[src/rtl/fetch_unit.sv]
// rtl/fetch_unit.sv - instruction fetch stage: owns the PC, single-outstanding imem fetch, valid/ready toward decode
// Optional MISALIGN_TRAP_EN: a misaligned next PC traps (TRAP state, misalign=1) instead of being force-aligned.
module fetch_unit #(
    parameter logic [31:0] RESET_PC  = 32'h0000_0000,
    parameter logic [31:0] NOP_INSTR = 32'h0000_0013
) (
    input  logic        clk,
    input  logic        rstn,
    output logic        imem_req,
    output logic [31:0] imem_addr,
    input  logic        imem_ack,
    input  logic [31:0] imem_rdata,
    output logic [31:0] instr,
    output logic        instr_valid,
    input  logic        instr_ready,
    output logic [31:0] pc,
    output logic [31:0] pc_plus4,
    input  logic [1:0]  pc_src,
    input  logic [31:0] imm,
    input  logic [31:0] jalr_base,
    output logic        misalign
);

    localparam logic [1:0] S_IDLE = 2'd0;
    localparam logic [1:0] S_REQ  = 2'd1;
    localparam logic [1:0] S_HOLD = 2'd2;
`ifdef MISALIGN_TRAP_EN
    localparam logic [1:0] S_TRAP = 2'd3;
`endif

    logic [1:0]  state;
    logic [31:0] next_pc_raw;
    logic [31:0] next_pc;

    assign pc_plus4  = pc + 32'd4;
    assign imem_req  = (state == S_REQ);
    assign imem_addr = pc;

    always_comb begin
        next_pc_raw = pc_plus4;
        case (pc_src)
            2'b01:   next_pc_raw = pc + imm;
            2'b10:   next_pc_raw = (jalr_base + imm) & ~32'd1;
            default: next_pc_raw = pc_plus4;
        endcase
    end

`ifdef MISALIGN_TRAP_EN
    assign next_pc = next_pc_raw;
`else
    // Without the trap, low bits are simply dropped so fetches stay word-aligned.
    assign next_pc = next_pc_raw & ~32'd3;
`endif

    always_ff @(posedge clk or negedge rstn) begin
        if (!rstn) begin
            state       <= S_IDLE;
            pc          <= RESET_PC;
            instr       <= NOP_INSTR;
            instr_valid <= 1'b0;
        end else begin
            case (state)
                S_IDLE: state <= S_REQ;
                S_REQ: begin
                    if (imem_ack) begin
                        instr       <= imem_rdata;
                        instr_valid <= 1'b1;
                        state       <= S_HOLD;
                    end
                end
                S_HOLD: begin
                    if (instr_ready) begin
                        pc          <= next_pc;
                        instr_valid <= 1'b0;
                        instr       <= NOP_INSTR;
`ifdef MISALIGN_TRAP_EN
                        if (next_pc[1:0] != 2'b00) state <= S_TRAP;
                        else                       state <= S_REQ;
`else
                        state       <= S_REQ;
`endif
                    end
                end
`ifdef MISALIGN_TRAP_EN
                S_TRAP: state <= S_TRAP;
`endif
                default: state <= S_IDLE;
            endcase
        end
    end

`ifdef MISALIGN_TRAP_EN
    always_ff @(posedge clk or negedge rstn) begin
        if (!rstn) begin
            misalign <= 1'b0;
        end else if (state == S_HOLD && instr_ready && next_pc[1:0] != 2'b00) begin
            misalign <= 1'b1;
        end
    end
`else
    assign misalign = 1'b0;
`endif

endmodule
[config.mk]
export PLATFORM = sky130hd
export DESIGN_NAME = fetch_unit
export DESIGN_NICKNAME = d
export VERILOG_FILES = /design/src/rtl/fetch_unit.sv
export SDC_FILE = /design/constraint.sdc
export NUM_CORES = 1
export LEC_CHECK = 0
export BUFFER_PORTS_ARGS = -buffer_cell sky130_fd_sc_hd__buf_2
export CORE_UTILIZATION = 54
export CTS_BUF_LIST = sky130_fd_sc_hd__clkbuf_2
export DETAILED_ROUTE_END_ITERATION = 6
export PLACE_DENSITY_LB_ADDON = 0.08
export SLEW_MARGIN = 20
export SYNTH_ARGS = -nofsm -noshare
export SYNTH_HDL_FRONTEND = slang
export SYNTH_SLANG_ARGS = --single-unit
[constraint.sdc]
create_clock -name clk -period 3.2 [get_ports clk]
set_input_delay 0.16 -clock clk [delete_from_list [all_inputs] [get_ports clk]]
set_output_delay 0.16 -clock clk [all_outputs]
set_load 0.1 [all_outputs]
-- Word level (Yosys, flattened, before mapping)
Index checks and enable logic that the tools add are counted.
- reduce and logical (&&, ||, !) cells: 5
- multiplexer cells: 10
- add/subtract/negate cells: 3
- equality and inequality tests: 6
- operator list (kind ; number):
    32-bit one-hot mux with 2 select lines ; 2
    32-bit adder ; 2
    32-bit 2-to-1 mux ; 2
    32-bit by 3-bit adder with 32-bit output, second input constant ; 1
    2-bit one-hot mux with 3 select lines ; 1
    2-bit by 1-bit equality test with 1-bit output, second input constant ; 2
    2-bit equality test, second input constant ; 2
    2-bit 2-to-1 mux ; 2
    2-bit AND reduction ; 2
    3-bit AND reduction ; 1
    2-bit logical NOT ; 1
    1-bit 2-to-1 mux ; 2
    2-bit by 1-bit != test with 1-bit output, second input constant ; 1
    2-bit != test, second input constant ; 1
    1-bit one-hot mux with 2 select lines ; 1
    2-bit nonzero test ; 1
- output and inout port bits: 131
- register bits after elaboration: 65
- input port bits: 102

-- Longest topological paths before layout
Gate-level depths: netlist of the first run.
- word-level depth: 3
- mapped depth: 12

-- Least setup slack after synthesis of the first run
OpenSTA, ideal clock, no wires.
- path kind: reg2reg
- from: register pc[4], in the netlist imem_addr[4]
- to: register pc[27], in the netlist imem_addr[27]
- path slack: -1011 ps
- cell stages (with the launch flop): 9
- data arrival time: 4127 ps
- path through: dfrtp_1 > and3_1 > and3_1 > nand3_2 > nor3_1 > nand4_1 > xnor2_1 > o22ai_1 > a21oi_1
- word-level cells in the longest chain between the ends: 2
- elaborated cells between the ends (all ways): 3
- classes of those cells: 2 x add/sub; 1 x mux
- RTL lines (item ; line ; RTL):
    start: declaration ; 16 ; output logic [31:0] pc,
    start signal: assignment ; 73 ; pc <= next_pc;
    32-bit by 3-bit adder with 32-bit output ; 35 ; assign pc_plus4 = pc + 32'd4;
    net pc_plus4[27] ; 17 ; output logic [31:0] pc_plus4,
    32-bit one-hot mux with 2 select lines ; 41 ; case (pc_src)
The timed path passes the listed nets, and every way through them passes these cells.
A chain may end at the register's enable or synchronous reset.

-- Final worst setup path of the first run
- from: register pc[4], in the netlist imem_addr[4]
- to: output port pc_plus4[31]
- word-level cells in the longest chain between the ends: 1
- RTL lines (item ; line):
    32-bit by 3-bit adder with 32-bit output ; 35
    end: declaration ; 17
Every way passes these cells.

==> flow_summary.ini, run 1 <==
[yosys]
yosys_warnings = 0
yosysUniqueCellTypes = 89
synth_area_leader_cell = dfrtp_1
ys_seq_area_frac = 0.229
syn_area_per_cell_um2 = 8.18
syn_area_mm2 = 0.00712
synth_top_area_frac = 0.218
synth.top_cells.by_area = dfrtp_1 22%, ha_1 11%, xnor2_1 6.6%, o21ai_0 5.1%, nand2_1 5.0%
postSynthCellCount = 871
ys.flop_type = dfrtp_1
ys_async_sr_fraction = 1.00
synth_edf_count = 0
ys_seq_elements = 65

[final_layout]
stdcell_count = 1274
seq_area_mm2 = 0.00164
drive_gt1_frac = 0.312
synthToLayoutAreaGrowth_pct = 26.3
multiInputGateArea_mm2 = 0.00521
fill_cells = 1102
final_nets = 1264

[grt]
antenna_found_initial = 1
gr-usage-all-layers = 0.326
grt_max_degree = 67
grt_pass1_vias = 6872
grt-ovfl-total = 0
grt_pass1_wl_mm = 34.1

[routing]
first_pass_iters = 5
routed_wl_mm = 22.1
ant_nets = 0
routed_via_density = 5.86
initialDrtViolationCount = 570
dr_total_vias = 7469
wl_per_cell_um = 17.4
drc = 0

[cts]
cts.sinks = 65
cts.path.max_buffers = 2
htree_levels = 3
cts_root_buffer = clkbuf_2
cts_tree = built
cts_setup_buffers = 0
clk_pin_slew_worst_paths_ns = 0.21
cts_buffers = 9
clock_latency_ns = 0.56

[critical_path]
worst-r2r-setup-slack_ns = 0.21
endpoint = pc_plus4[31]
worst-r2r-cell-count = 12
reg2reg_to = imem_addr[24]
crit_path_start_kind = flop
critPathKind = flop to output port
crit_arrival_ns = 2.91
cp.required_ns = 3.04
path_max_fanout = 10
r2r-start = imem_addr[2]
crit_path_start = imem_addr[4]
worst_setup_path_end_kind = output port

[min_path]
hp-class = primary input to flop

[sta]
skew_ns = 0.0184
slew_headroom = 0.428
rsz0062_at_grt = true
finalSetupViolCount = 0
period_share = 0.958
max_freq_mhz = 326
worst_pin_slew_ns = 0.859
min_period_ns = 3.07
hold_viol_final = 0
finalMaxSlewViolations = 0

[floorplanning]
rows = 41
start_util = 0.560
die_x_um = 117
ios = 233
die_h_um = 117
core-area_mm2 = 0.0127
dieArea_mm2 = 0.0136

[placed_design]
port_buffers = 225
place_inst = 1222
gp_congestion = 0.955
post-dp-hpwl_mm = 16.4

[flow_run]
maxCapViolations = 0

[status]
status = completed
-- through the flow --
stage	hold WS, ns	instance area (um2)	utilization	TNS, ns	worst slack [ns]
2_1_floorplan	-0.136	7430	-	-0.0440	-0.0333
3_3_place_gp	0.193	8430	0.663	0	0.350
3_5_place_dp	0.194	8430	0.663	0	0.311
4_1_cts	0.0214	8930	0.702	0	0.00936
5_1_grt	0.0647	8990	0.707	-0.0361	-0.0208
6_report	0.0552	8990	0.707	0	0.133
-- routing by layer --
| metal | part of all wire | GRT usage |
|---|---|---|
| met5 | 0 | 0 |
| met4 | 0.029 | 0.129 |
| met3 | 0.072 | 0.0479 |
| met2 | 0.46 | 0.523 |
| met1 | 0.44 | 0.444 |
-- cell usage after synthesis (4+ instances only) --
cell and number:
a211oi_1 5, a21o_1 26, a21oi_1 58, a21oi_2 5
a221o_1 4, a221oi_1 17, a22oi_1 5, a31oi_1 13
and2_1 6, and3_1 11, buf_4 38, clkbuf_1 27
clkbuf_8 8, dfrtp_1 62, ha_1 65, inv_1 20
mux2i_1 4, nand2_1 95, nand2b_1 35, nand3_1 25
nand4_1 13, nor2_1 44, nor2b_1 6, nor3_1 6
o211ai_1 5, o21a_1 10, o21ai_0 72, o21ai_1 5
o22a_1 5, o22ai_1 5, o31ai_1 6, or3_1 5
xnor2_1 54, xor2_1 25
-- critical path: stages (launching register included) --
cell and delay (ns):
dfrtp_2 0.51, and3_1 0.19, and3_1 0.26, nand3_2 0.18, nor3_2 0.34, and4_1 0.38
xor2_4 0.16, clkbuf_4 0.34
-- logic make-up (layout without fill, tap and decap cells) --
| family | Yosys count | in the layout | share of synthesized area |
|---|---|---|---|
| buffers and inverters | 99 | 323 | 0.0870 |
| muxes | 5 | 5 | 0.00773 |
| xor gates and xnor gates | 79 | 79 | 0.0972 |
| AOI/OAI and AO/OA | 286 | 286 | 0.272 |
| adders and majority gates | 66 | 66 | 0.117 |
| other | 1 | 8 | 0.000527 |
| and+or+nand+nor | 270 | 270 | 0.189 |
| DFF | 65 | 65 | 0.229 |
-- state kept, by name, summed over array words and instances, names as in the netlist --
name         cells
imem_addr       30
instr           32
instr_valid      1
state            2
-- worst min path at each step --
stage	startpoint	endpoint	slack (ns)	cells after the start
after CTS	imem_ack	state[0]	0.02	3
after global routing	imem_ack	state[0]	0.06	3
after floorplan	rstn	imem_addr[10]	-0.14	0
final	imm[2]	imem_addr[2]	0.06	4
after global placement	rstn	instr[15]	0.19	1
after detailed placement	rstn	instr[15]	0.19	1
-- cell usage in the layout (no fill, tap or decap), types with 23 or more instances in the layout --
cell type      Yosys  layout
a21o_1            26      26
a21oi_1           58      58
buf_2              2     215
buf_4             38      28
dfrtp_1           62      54
dlygate4sd3_1      0      35
ha_1              65      65
nand2_1           95      95
nand2b_1          35      35
nand3_1           25      23
nor2_1            44      43
o21ai_0           72      72
xnor2_1           54      35
-- cell type report --
| class | instances | area share |
|---|---|---|
| multi-input combinational | 713 | 0.579 |
| timing repair buffer | 287 | 0.192 |
| sequential | 65 | 0.182 |
| tap | 172 | 0.0239 |
| clock inverter | 7 | 0.00918 |
| inverter | 20 | 0.00835 |
| clock buffer | 9 | 0.00501 |
| antenna | 1 | 0.000278 |
-- repair_timing --
item / 4_1_cts / 5_1_grt
hold buffers: 35 / 0
endpoints found under the setup margin: 9 / 10
gates resized for setup: 6 / 18
hold endpoints to repair: 56 / 0
Power of run 1 is left out: the tool's default activity adds up to more than one toggle a clock period on the data nets, which glitch-free logic cannot reach.
==> inputs of run 2 (changes only) <==
ABC_AREA = 1   (was not set)
CORE_UTILIZATION = 56   (was 54)
PLACE_DENSITY = 0.84   (was not set)
PLACE_DENSITY_LB_ADDON = not set   (was 0.08)
==> flow_summary.ini, run 2 <==
[yosys]
ys_seq_elements = 65
synth_edf_count = 0
syn_area_mm2 = 0.00877
ys.flop_type = dfrtp_1
synth.top_cells.by_area = nand2_1 25%, dfrtp_1 18%, inv_1 12%, ha_1 9.3%, nand3_1 7.2%
ys_seq_area_frac = 0.186
syn_area_per_cell_um2 = 5.70
synth_area_leader_cell = nand2_1
yosys_warnings = 0
yosysUniqueCellTypes = 46
synth_most_common_cell = nand2_1
yosys-top-cells-count = 589 x nand2_1, 274 x inv_1, 127 x nand3_1
ys_async_sr_fraction = 1.00
synth_top_area_frac = 0.252
postSynthCellCount = 1538

[cts]
cts_root_buffer = clkbuf_2
cts.sinks = 65
cts_tree = built
cts_setup_buffers = 0
cts_buffers = 9
clock_latency_ns = 0.57
cts.path.max_buffers = 2
htree_levels = 3
clk_pin_slew_worst_paths_ns = 0.26

[flow_run]
maxCapViolations = 0

[final_layout]
top_register = instr
final_common_cell = nand2_1
fill_cells = 1397
multiInputGateArea_mm2 = 0.00588
drive_gt1_frac = 0.170
mostFrequentLayoutCells = 589 x nand2_1, 274 x inv_1, 222 x buf_2
synthToLayoutAreaGrowth_pct = 20.5
largest_register_ffs = 32
seq_area_mm2 = 0.00163
final_nets = 1937
fin_util = 0.693

[sta]
min_period_ns = 3.10
period_share = 0.970
max_freq_mhz = 322
finalMaxSlewViolations = 0
rsz0062_at_grt = false
hold_viol_final = 0
worst_pin_slew_ns = 0.753
slew_headroom = 0.497
finalSetupViolCount = 0
skew_ns = 0.0569

[min_path]
hold_end = state[1]
min_from = instr_ready
hp-class = primary input to flop
hold_depth = 5

[floorplanning]
dieArea_mm2 = 0.0162
die_h_um = 127
core-area_mm2 = 0.0153
start_util = 0.575
die_x_um = 127
ios = 233
rows = 45

[critical_path]
worst-r2r-cell-count = 10
crit_path_start = imem_addr[4]
r2r-start = imem_addr[2]
crit_path_start_kind = flop
path_max_fanout = 8
worst-r2r-setup-slack_ns = 0.36
crit_path_top_delay_cell = dfrtp_1
reg2reg_to = imem_addr[6]
slowest_delay_ns = 0.66
crit_arrival_ns = 2.94
path_cells = nand3_2 -> nor2_4 -> nand2_2 -> nor2_1 -> nand3_1 -> nor2_2 -> xnor2_1 -> inv_1 -> buf_2
worst_setup_path_end_kind = output port
critPathKind = flop to output port
cp.required_ns = 3.04

[routing]
ant_nets = 0
dr_total_vias = 10800
wl_per_cell_um = 17.1
routed_wl_mm = 33.9
routed_via_density = 5.45
initialDrtViolationCount = 1076
first_pass_iters = 7
drc = 7

[status]
violations = DRC
status = complete, but fails checks

[grt]
gr-usage-all-layers = 0.421
grt_pass1_wl_mm = 52.0
antenna_found_initial = 2
grt_max_degree = 40
grt_pass1_vias = 9822
grt-ovfl-total = 0

[placed_design]
post-dp-hpwl_mm = 25.4
gp_congestion = 0.953
port_buffers = 225
## run 2: cell count changes in the layout (fill, tap and decap cells not counted), sizes merged, moves of 19 or more
cell / change
a21o: -28
a221oi: -19
a22o: +28
inv: +252
nand2: +495
nand2b: -35
nand3: +104
nor2: +62
o21ai: -39
xnor2: -52
## run 2: final cells by class
cell class / count / area share
Timing Repair Buffer: 274 / 0.151
Tap cell: 211 / 0.0250
Multi-Input combinational cell: 1137 / 0.556
Antenna cell: 1 / 0.000237
Inverter: 282 / 0.100
Sequential cell: 65 / 0.154
Clock inverter: 7 / 0.00899
Clock buffer: 9 / 0.00426
## run 2: worst max path at each step
stage	slack (ns)	cells past startpoint	end
finish	0.1	9	pc_plus4[17]
global route	0.01	10	pc_plus4[22]
CTS	0.05	10	pc_plus4[22]
detailed placement	0.67	10	pc_plus4[22]
global placement	0.64	6	pc_plus4[19]
floorplan	-0.06	7	imem_addr[19]
## run 2: per-stage QoR
stage	instances	setup TNS (ns)	worst slack (ns)	hold slack [ns]	area, um2
5_1_grt	1985	0	0.0145	0.0285	10600
3_3_place_gp	1935	0	0.639	0.380	10100
4_1_cts	1985	0	0.0530	0.0360	10500
6_report	1986	0	0.0955	0.0290	10600
3_5_place_dp	1936	0	0.666	0.192	10100
2_1_floorplan	1544	-0.112	-0.0629	-0.136	8920
## run 2: metal layers
metal / track usage / part of all wire / vias to the layer above
met5: 0.00310 / 0 / -
met4: 0.237 / 0.060 / 0
met3: 0.106 / 0.10 / 146
met2: 0.695 / 0.45 / 666
met1: 0.500 / 0.39 / 4769
li1: - / - / 5239
## run 2: cells by family after synthesis
logic type	after synthesis	share of synthesized area
buffers and inverters	342	0.163
xor gates and xnor gates	23	0.0230
other	1	0.000427
AOI/OAI and AO/OA	138	0.0975
and+or+nand+nor	903	0.435
adders and majority gates	66	0.0950
DFF	65	0.186
## run 2: what timing repair did
item / in CTS / in global routing
gates resized for setup: 0 / 7
setup endpoints to repair: 0 / 6
hold endpoints to repair: 58 / 0
hold buffers: 33 / 0
## run 2: worst max-delay path: cells and delay by family, from the launching register on
kind / cells / cell delay (ns)
xor+xnor: 1 / 0.10
buf+inv: 2 / 0.49
flops: 1 / 0.66
simple gates: 6 / 1.11
Power of run 2 is left out for the same reason.
==> inputs of run 3 (changes only) <==
CELL_PAD_IN_SITES_DETAIL_PLACEMENT = 0   (was not set)
CELL_PAD_IN_SITES_GLOBAL_PLACEMENT = 2   (was not set)
CORE_UTILIZATION = 30   (was 56)
MAX_ROUTING_LAYER = met4   (was not set)
PLACE_DENSITY = not set   (was 0.84)
PLACE_DENSITY_LB_ADDON = 0.1   (was not set)
clock period = 3.6 ns   (was 3.2 ns; I/O delays follow)
==> flow_summary.ini, run 3 (same netlist as run 2, synthesis figures left out) <==
[cts]
htree_levels = 3
cts_setup_buffers = 0
cts.path.max_buffers = 2
cts_buffers = 9
clk_pin_slew_worst_paths_ns = 0.23
cts.sinks = 65
clock_latency_ns = 0.56
cts_tree = built
cts_root_buffer = clkbuf_2

[sta]
setup_tns_ns = 0
min_period_ns = 3.32
skew_ns = 0.0238
rsz0062_at_grt = false
holdWs_ns = 0.102
hold_viol_final = 0
period_share = 0.924
max_freq_mhz = 301
finalMaxSlewViolations = 0
slew_headroom = 0.384
finalSetupViolCount = 0
fin_ws_ns = 0.275
worst_pin_slew_ns = 0.923

[final_layout]
final_common_cell = nand2_1
drive_gt1_frac = 0.162
fill_cells = 3316
mostFrequentLayoutCells = 589 x nand2_1, 274 x inv_1, 225 x buf_2
top_register = instr
final_nets = 1933
seq_area_mm2 = 0.00163
largest_register_ffs = 32
stdcell_count = 2155
synthToLayoutAreaGrowth_pct = 21.3
multiInputGateArea_mm2 = 0.00578

[floorplanning]
ios = 233
start_util = 0.306
core-area_mm2 = 0.0287
dieArea_mm2 = 0.0299
die_x_um = 173
rows = 62
die_h_um = 173

[routing]
initialDrtViolationCount = 590
wl_per_cell_um = 16.4
drc = 0
ant_nets = 0
routed_via_density = 4.63
first_pass_iters = 5
routed_wl_mm = 35.4
dr_total_vias = 9970

[critical_path]
path_max_fanout = 7
critPathKind = flop to output port
cp.required_ns = 3.42
crit_path_start_kind = flop
crit_arrival_ns = 3.14
worst-r2r-cell-count = 12
worst_setup_path_end_kind = output port

[grt]
use_met1 = 0.326
antenna_found_initial = 2
grt_busiest_layer = met2
use_met2 = 0.396
grt-ovfl-total = 0
gr-usage-all-layers = 0.240
met3_usage = 0.0262
grt_pass1_vias = 9181
grt_pass1_wl_mm = 53.6
grt_max_degree = 49

[min_path]
hold_depth = 7
hp-class = primary input to flop

[placed_design]
port_buffers = 225
place_inst = 2103
gp_congestion = 0.874
place_worst_setup_slack_ns = 0.948
post-dp-hpwl_mm = 29.4

[status]
status = completed

[flow_run]
maxCapViolations = 0
-- run 3: cell types whose count changed in the layout (fill, tap and decap cells not counted), moves of 2 or more --
cell,change
dfrtp_2,-2
clkbuf_4,-3
buf_4,-6
xor2_4,-3
buf_2,+3
xor2_1,+6
dlygate4sd3_1,+2
xor2_2,-3
inv_6,+2
dfrtp_1,+2
-- run 3: cell type report --
class	instances	share of cell area
Multi-Input combinational cell	1137	0.543
Sequential cell	65	0.153
Timing Repair Buffer	270	0.147
Inverter	282	0.0995
Tap cell	384	0.0451
Clock inverter	7	0.00729
Clock buffer	9	0.00423
Antenna cell	1	0.000235
-- run 3: metrics by stage --
step,util,instance area [um2]
after floorplan,-,8840
after global placement,0.354,10200
after global routing,0.371,10600
final,0.371,10600
after detailed placement,0.354,10200
after CTS,0.371,10600
-- run 3: layer usage --
layer  share of wire  wire (um)  vias up
li1                -          -     5222
met1            0.49      17200     4467
met2            0.46      16400      267
met3           0.045       1590       14
met4          0.0066        233        0
met5               0          0        -
-- run 3: worst max-delay path: stages, from the launching register on --
cell	delay (ns)
dfrtp_1	0.59
ha_1	0.34
nand3_4	0.18
nor3_4	0.40
nand2_4	0.12
nor2_4	0.16
nand3_4	0.12
nor2_1	0.11
nand2_1	0.07
nand2_1	0.06
buf_2	0.42
-- run 3: final timing paths --
check,from,to,slack (ns)
max,imem_addr[3],pc_plus4[22],0.28
min,imm[31],imem_addr[31],0.10
max reg2reg,state[1],instr[15],0.88
min reg2reg,instr_valid,instr_valid,0.51
max in group asynchronous,rstn,imem_addr[29],2.39
min in group asynchronous,rstn,instr[20],0.25
-- run 3: timing repair --
action,CTS,global route
hold buffers,35,0
resized for setup,0,0
hold endpoints to repair,67,0
Power of run 3 is left out for the same reason.
